**src/rtl/pixel_sink.sv**
```systemverilog
// pixel_sink: receives sprite pixel writes, queues them in a small FIFO, bounds-checks
//   each one and writes it to the framebuffer port; can also sweep the whole screen to BG_COLOUR.
// Latency: push at edge N into an empty FIFO while idle -> fb write registered at edge N+1.
// Backpressure: ready = !full (combinational); a writeEn while !ready is dropped.
//
// Ports:
//   clk, reset            clock, asynchronous active-high reset
//   writeEn/x_in/y_in/colour, ready   pixel write request and FIFO-not-full
//   clear, clear_busy     start clear sweep (sampled when idle), sweep in progress
//   fb_wren/fb_addr/fb_data           registered framebuffer write port
//   drop_cnt              out-of-range pop counter, only when PIXEL_SINK_DROP_CNT_EN is defined
module pixel_sink #(
    parameter int         WIDTH      = 160,
    parameter int         HEIGHT     = 120,
    parameter int         ADDR_W     = 15,
    parameter int         FIFO_DEPTH = 8,
    parameter logic [2:0] BG_COLOUR  = 3'b000
) (
    input  logic              clk,
    input  logic              reset,
    input  logic              writeEn,
    input  logic [9:0]        x_in,
    input  logic [9:0]        y_in,
    input  logic [2:0]        colour,
    output logic              ready,
    input  logic              clear,
    output logic              clear_busy,
    output logic              fb_wren,
    output logic [ADDR_W-1:0] fb_addr,
    output logic [2:0]        fb_data
`ifdef PIXEL_SINK_DROP_CNT_EN
    ,
    output logic [15:0]       drop_cnt
`endif
);

    localparam int PTR_W = $clog2(FIFO_DEPTH);
    localparam logic [ADDR_W-1:0] LAST_ADDR = ADDR_W'(WIDTH * HEIGHT - 1);

    typedef struct packed {
        logic [9:0] x;
        logic [9:0] y;
        logic [2:0] colour;
    } pix_t;

    typedef enum logic {
        S_IDLE  = 1'b0,
        S_CLEAR = 1'b1
    } state_t;

    // FIFO storage and bookkeeping
    pix_t             mem_q [FIFO_DEPTH];
    logic [PTR_W-1:0] wr_ptr_q;
    logic [PTR_W-1:0] rd_ptr_q;
    logic [PTR_W:0]   cnt_q;
    logic [PTR_W:0]   cnt_d;

    state_t            state_q;
    logic              fb_wren_q;
    logic [ADDR_W-1:0] fb_addr_q;
    logic [2:0]        fb_data_q;

    logic              full;
    logic              empty;
    logic              push;
    logic              pop;
    pix_t              head;
    logic              head_ok;
    logic [ADDR_W-1:0] head_addr;

    assign full  = (cnt_q == (PTR_W+1)'(FIFO_DEPTH));
    assign empty = (cnt_q == '0);
    assign ready = !full;

    // Acceptance uses the pre-edge full flag, so a same-edge pop never frees a slot early.
    assign push = writeEn && !full;
    // A clear request takes priority over draining in the same cycle.
    assign pop  = (state_q == S_IDLE) && !clear && !empty;

    assign head      = mem_q[rd_ptr_q];
    assign head_ok   = (head.x < 10'(WIDTH)) && (head.y < 10'(HEIGHT));
    assign head_addr = ADDR_W'(32'(head.y) * WIDTH + 32'(head.x));

    always_comb begin
        cnt_d = cnt_q;
        case ({push, pop})
            2'b10:   cnt_d = cnt_q + 1'b1;
            2'b01:   cnt_d = cnt_q - 1'b1;
            default: cnt_d = cnt_q;
        endcase
    end

    always_ff @(posedge clk) begin
        if (push) begin
            mem_q[wr_ptr_q] <= {x_in, y_in, colour};
        end
    end

    // Pointers are PTR_W bits wide, so they wrap modulo FIFO_DEPTH naturally.
    always_ff @(posedge clk or posedge reset) begin
        if (reset) begin
            wr_ptr_q <= '0;
            rd_ptr_q <= '0;
            cnt_q    <= '0;
        end else begin
            if (push) begin
                wr_ptr_q <= wr_ptr_q + 1'b1;
            end
            if (pop) begin
                rd_ptr_q <= rd_ptr_q + 1'b1;
            end
            cnt_q <= cnt_d;
        end
    end

    // Control FSM with registered framebuffer outputs. During the sweep fb_addr_q
    // itself is the sweep counter: it starts at 0 on entry and steps once per cycle.
    always_ff @(posedge clk or posedge reset) begin
        if (reset) begin
            state_q   <= S_IDLE;
            fb_wren_q <= 1'b0;
            fb_addr_q <= '0;
            fb_data_q <= '0;
        end else begin
            case (state_q)
                S_IDLE: begin
                    if (clear) begin
                        state_q   <= S_CLEAR;
                        fb_wren_q <= 1'b1;
                        fb_addr_q <= '0;
                        fb_data_q <= BG_COLOUR;
                    end else if (pop) begin
                        // Out-of-range entries are consumed without a write.
                        fb_wren_q <= head_ok;
                        if (head_ok) begin
                            fb_addr_q <= head_addr;
                            fb_data_q <= head.colour;
                        end
                    end else begin
                        fb_wren_q <= 1'b0;
                    end
                end
                S_CLEAR: begin
                    if (fb_addr_q == LAST_ADDR) begin
                        state_q   <= S_IDLE;
                        fb_wren_q <= 1'b0;
                    end else begin
                        fb_wren_q <= 1'b1;
                        fb_addr_q <= fb_addr_q + 1'b1;
                    end
                end
                default: begin
                    state_q   <= S_IDLE;
                    fb_wren_q <= 1'b0;
                end
            endcase
        end
    end

    assign clear_busy = (state_q == S_CLEAR);
    assign fb_wren    = fb_wren_q;
    assign fb_addr    = fb_addr_q;
    assign fb_data    = fb_data_q;

`ifdef PIXEL_SINK_DROP_CNT_EN
    logic [15:0] drop_cnt_q;

    always_ff @(posedge clk or posedge reset) begin
        if (reset) begin
            drop_cnt_q <= '0;
        end else if (pop && !head_ok && (drop_cnt_q != 16'hFFFF)) begin
            drop_cnt_q <= drop_cnt_q + 1'b1;
        end
    end

    assign drop_cnt = drop_cnt_q;
`endif

endmodule

```
**config.mk**
```make
export PLATFORM = sky130hd
export DESIGN_NAME = pixel_sink
export DESIGN_NICKNAME = d
export VERILOG_FILES = /design/src/rtl/pixel_sink.sv
export SDC_FILE = /design/constraint.sdc
export NUM_CORES = 1
export LEC_CHECK = 0
export CAP_MARGIN = 20
export CORE_MARGIN = 2
export CORE_UTILIZATION = 39
export DETAILED_ROUTE_END_ITERATION = 10
export PLACE_DENSITY = 0.54
export SYNTH_ARGS = -nofsm -noshare
export SYNTH_HDL_FRONTEND = slang
export SYNTH_SLANG_ARGS = --single-unit
```
**constraint.sdc**
```tcl
create_clock -name clk -period 7.91 [get_ports clk]
set_input_delay 1.582 -clock clk [delete_from_list [all_inputs] [get_ports clk]]
set_output_delay 1.582 -clock clk [all_outputs]
set_load 0.02 [all_outputs]
```
==> metrics.md <==
| Metric | Value |
|---|---|
| Outcome | complete, no violations |
| Detail Placement HPWL | 11.6 mm |
| Hold slack | 0.502 ns |
| Max-slew headroom | 0.471 |
| EDFF count, synth | 184 |
| Fill cells | 2030 |
| Post-CTS Setup Inserts | 0 |
| Core ar. | 23600 um2 |
| Slew @ Worst Pin | 0.793 ns |
| IO Count | 48 |
| Fin Clk Skew | 0.0125 ns |
| Vias per inst | 5.32 |
| Hold_sp | cnt_q[3]$_DFFE_PP0P_ |
| Vias | 4967 |
| Synth Register Bits | 214 |
| Critical Path Start Type | flop |
| Grt met3 use | 0.0239 |
| Largest net degree at the start of global routing | 41 |
| Per-cell routed wire length | 20.6 um |
| First-pass GRT wire length | 30.3 mm |
| Mapped Avg Cell Area | 17.6 um2 |
| Cells after DPL | 897 |
| Worst-case hold path end point | cnt_q[3]$_DFFE_PP0P_ |
| R2R Path Start | rd_ptr_q[0]$_DFFE_PP0P_ |
| CTS tree | done |
| GPL Wtd Cong | 0.762 |
| FFs w/ async S/R, synth | 0.140 |
| Worst R2R Path Depth | 13 |
| M2 GR Usage | 0.255 |
| Mapped Area | 9450 um2 |
| Final Hold Viols | 0 |
| Post-route ant nets | 0 |
| Vias in the first global route | 5272 |
| Reg2Reg Setup Slack | 3.30 ns |
| Max VDD drop | 0.119 mV |
| Port Buffer Count | 47 |
| CTS H-tree lvls | 1 |
| Post-synth net total | 590 |
| Post-CTS resize count | 0 |
| Post-synth top flop | edfxtp_1 |
| Met1 Use GR | 0.214 |
| Arrival time worst endpoint | 4.97 ns |
| Tmin final | 4.61 ns |
| Post-route DRC | 0 |
| DIE AREA | 25500 um2 |
| # Max-Cap Violations | 0 |
| Die width | 160 um |
| Gr ovfl total | 0 |
| Hold Path Class | reg -> reg |
| Cell Pwr Density | 308 nW/um2 |
| Initial core utilization | 0.400 |
| Post-synthesis cell count | 536 |
| Share of layout cells above drive strength 1 | 0.169 |
| Hold Buf Count CTS | 0 |
| Post-Route WL | 19.2 mm |
| Seq/Total Area, Yosys | 0.664 |
| N_diodes | 0 |
| Fmax | 0.217 GHz |
| Row count | 56 |
| Chip height | 160 um |
| RSZ-0062 raised after global routing | no |
| Clk buf depth | 3 |
| DRT Pass-1 Iters | 4 |
| Area Growth Syn to Fin | 16.2% |
| Pleak | 3.76 nW |
| Nets@finish | 657 |
| Initial antenna violation count | 0 |
| GRT busiest layer | met2 |
| GRT Total Usage | 0.153 |
| # setup viols final | 0 |
| CTS buffer count | 23 |
| Yosys Warn Count | 0 |
| Slew Limit Fails | 0 |
| Worst flop-to-flop path endpoint | fb_addr[14]$_DFFE_PP0P_ |
| Clock Root Buffer | clkbuf_16 |
| # clock sinks | 214 |
| Synth cell types | 62 |
| Latest clock arrival within the worst-skew pair | 0.50 ns |
| Layout Cells excl Fill | 934 |
| 1st-iter DRT viols | 310 |
| Crit Path Class | reg -> reg |
| Final cycle utilization of the critical path | 0.583 |
| Worst Path Max Fanout | 23 |
| Setup_tns | 0 ns |
| Worst path required time | 8.27 ns |
| Hold Path Cell Cnt | 1 |
| Reg clk slew, reported paths | 0.06 ns |
| Capturing element type of the critical path | flop |
-- area by class of cell --
class                   instances  area [um2]  share of cell area
clock buffers                  26         587              0.0535
clock inverters                11        78.8             0.00718
inverters                      16        60.1             0.00547
multi-input cells             288        3010               0.274
flip-flops and latches        214        6280               0.572
well taps                     319         399              0.0364
repair buffers                 60         568              0.0517
-- state kept, by name, indices dropped and copies added (netlist names) --
signal,flops
wr_ptr_q,3
cnt_q,4
rd_ptr_q,3
mem_q,184
fb_addr,15
fb_data,3
fb_wren,1
clear_busy,1
-- where the power goes --
group,internal [W],switching (W)
clock network,0.000559,0.000401
logic,0.000402,0.000492
registers,0.00142,0.000108
-- cell usage in the layout (no fill, tap or decap), types with 13 or more instances in the layout --
cell type / n
nand2_1: 21
inv_1: 16
clkbuf_16: 23
dfrtp_1: 28
buf_4: 13
edfxtp_1: 184
mux4_2: 30
mux2i_1: 14
ha_1: 24
mux2_2: 13
mux4_1: 16
clkdlybuf4s50_1: 47
nor2_1: 20
-- critical path, cell delays in order, from the launching register on --
cell      delay, ns
dfrtp_2        0.88
buf_4          0.51
mux4_1         0.61
mux2i_1        0.19
inv_1          0.10
ha_1           0.30
ha_1           0.24
fa_1           0.43
a211oi_1       0.27
o21bai_1       0.10
a21oi_1        0.20
xnor3_1        0.35
xnor2_1        0.19
o211ai_1       0.10
-- routing by layer --
metal,vias up,share of wire
li1,2297,-
met1,2545,0.46
met2,106,0.48
met3,19,0.039
met4,0,0.014
met5,-,0
-- Yosys cell counts (3+ instances only) --
cell,n,share of area
xor2_1,12,0.011
nor3_1,10,0.0053
o311ai_0,3,0.0028
nand4_1,6,0.0040
buf_2,4,0.0021
mux4_1,16,0.045
ha_1,24,0.032
nand2_1,21,0.0083
nor2_1,26,0.010
fa_1,3,0.0064
inv_1,16,0.0064
o22ai_1,3,0.0020
o211ai_1,7,0.0056
nand3_1,7,0.0037
nand2b_1,5,0.0033
or2_2,3,0.0020
mux2i_1,14,0.015
a21oi_1,12,0.0064
a21o_1,7,0.0056
a211oi_1,5,0.0040
edfxtp_1,184,0.58
xnor2_1,11,0.010
clkbuf_1,7,0.0028
mux2_2,13,0.015
o21ai_0,6,0.0032
dfrtp_1,30,0.079
a31oi_1,3,0.0020
a21boi_0,3,0.0024
mux4_2,30,0.072
-- worst max path at each step --
stage | start | endpoint | slack [ns]
after floorplan | rd_ptr_q[0]$_DFFE_PP0P_ | fb_addr[14]$_DFFE_PP0P_ | 3.65
after global placement | rd_ptr_q[0]$_DFFE_PP0P_ | fb_addr[14]$_DFFE_PP0P_ | 3.28
after detailed placement | rd_ptr_q[0]$_DFFE_PP0P_ | fb_addr[14]$_DFFE_PP0P_ | 3.19
after CTS | rd_ptr_q[0]$_DFFE_PP0P_ | fb_addr[14]$_DFFE_PP0P_ | 3.16
after global routing | rd_ptr_q[0]$_DFFE_PP0P_ | fb_addr[14]$_DFFE_PP0P_ | 2.92
final | rd_ptr_q[0]$_DFFE_PP0P_ | fb_addr[14]$_DFFE_PP0P_ | 3.30
-- logic make-up after synthesis --
group                      share of synthesized area
adders and majority gates                     0.0382
and+or+nand+nor                               0.0534
xor gates and xnor gates                      0.0237
AOI/OAI and AO/OA                             0.0525
muxes                                          0.148
buffers and inverters                         0.0199
DFF                                            0.664
-- stage by stage --
stage                      util  setup WS (ns)  area (um2)  total power (W)
after floorplan               -           3.65        9450          0.00215
after detailed placement  0.437           3.19       10300          0.00246
after global placement    0.437           3.28       10300          0.00243
final                     0.465           3.30       11000          0.00339
after global routing      0.465           2.92       11000          0.00357
after CTS                 0.465           3.16       11000          0.00343
Power figures use the tool's default switching activity.
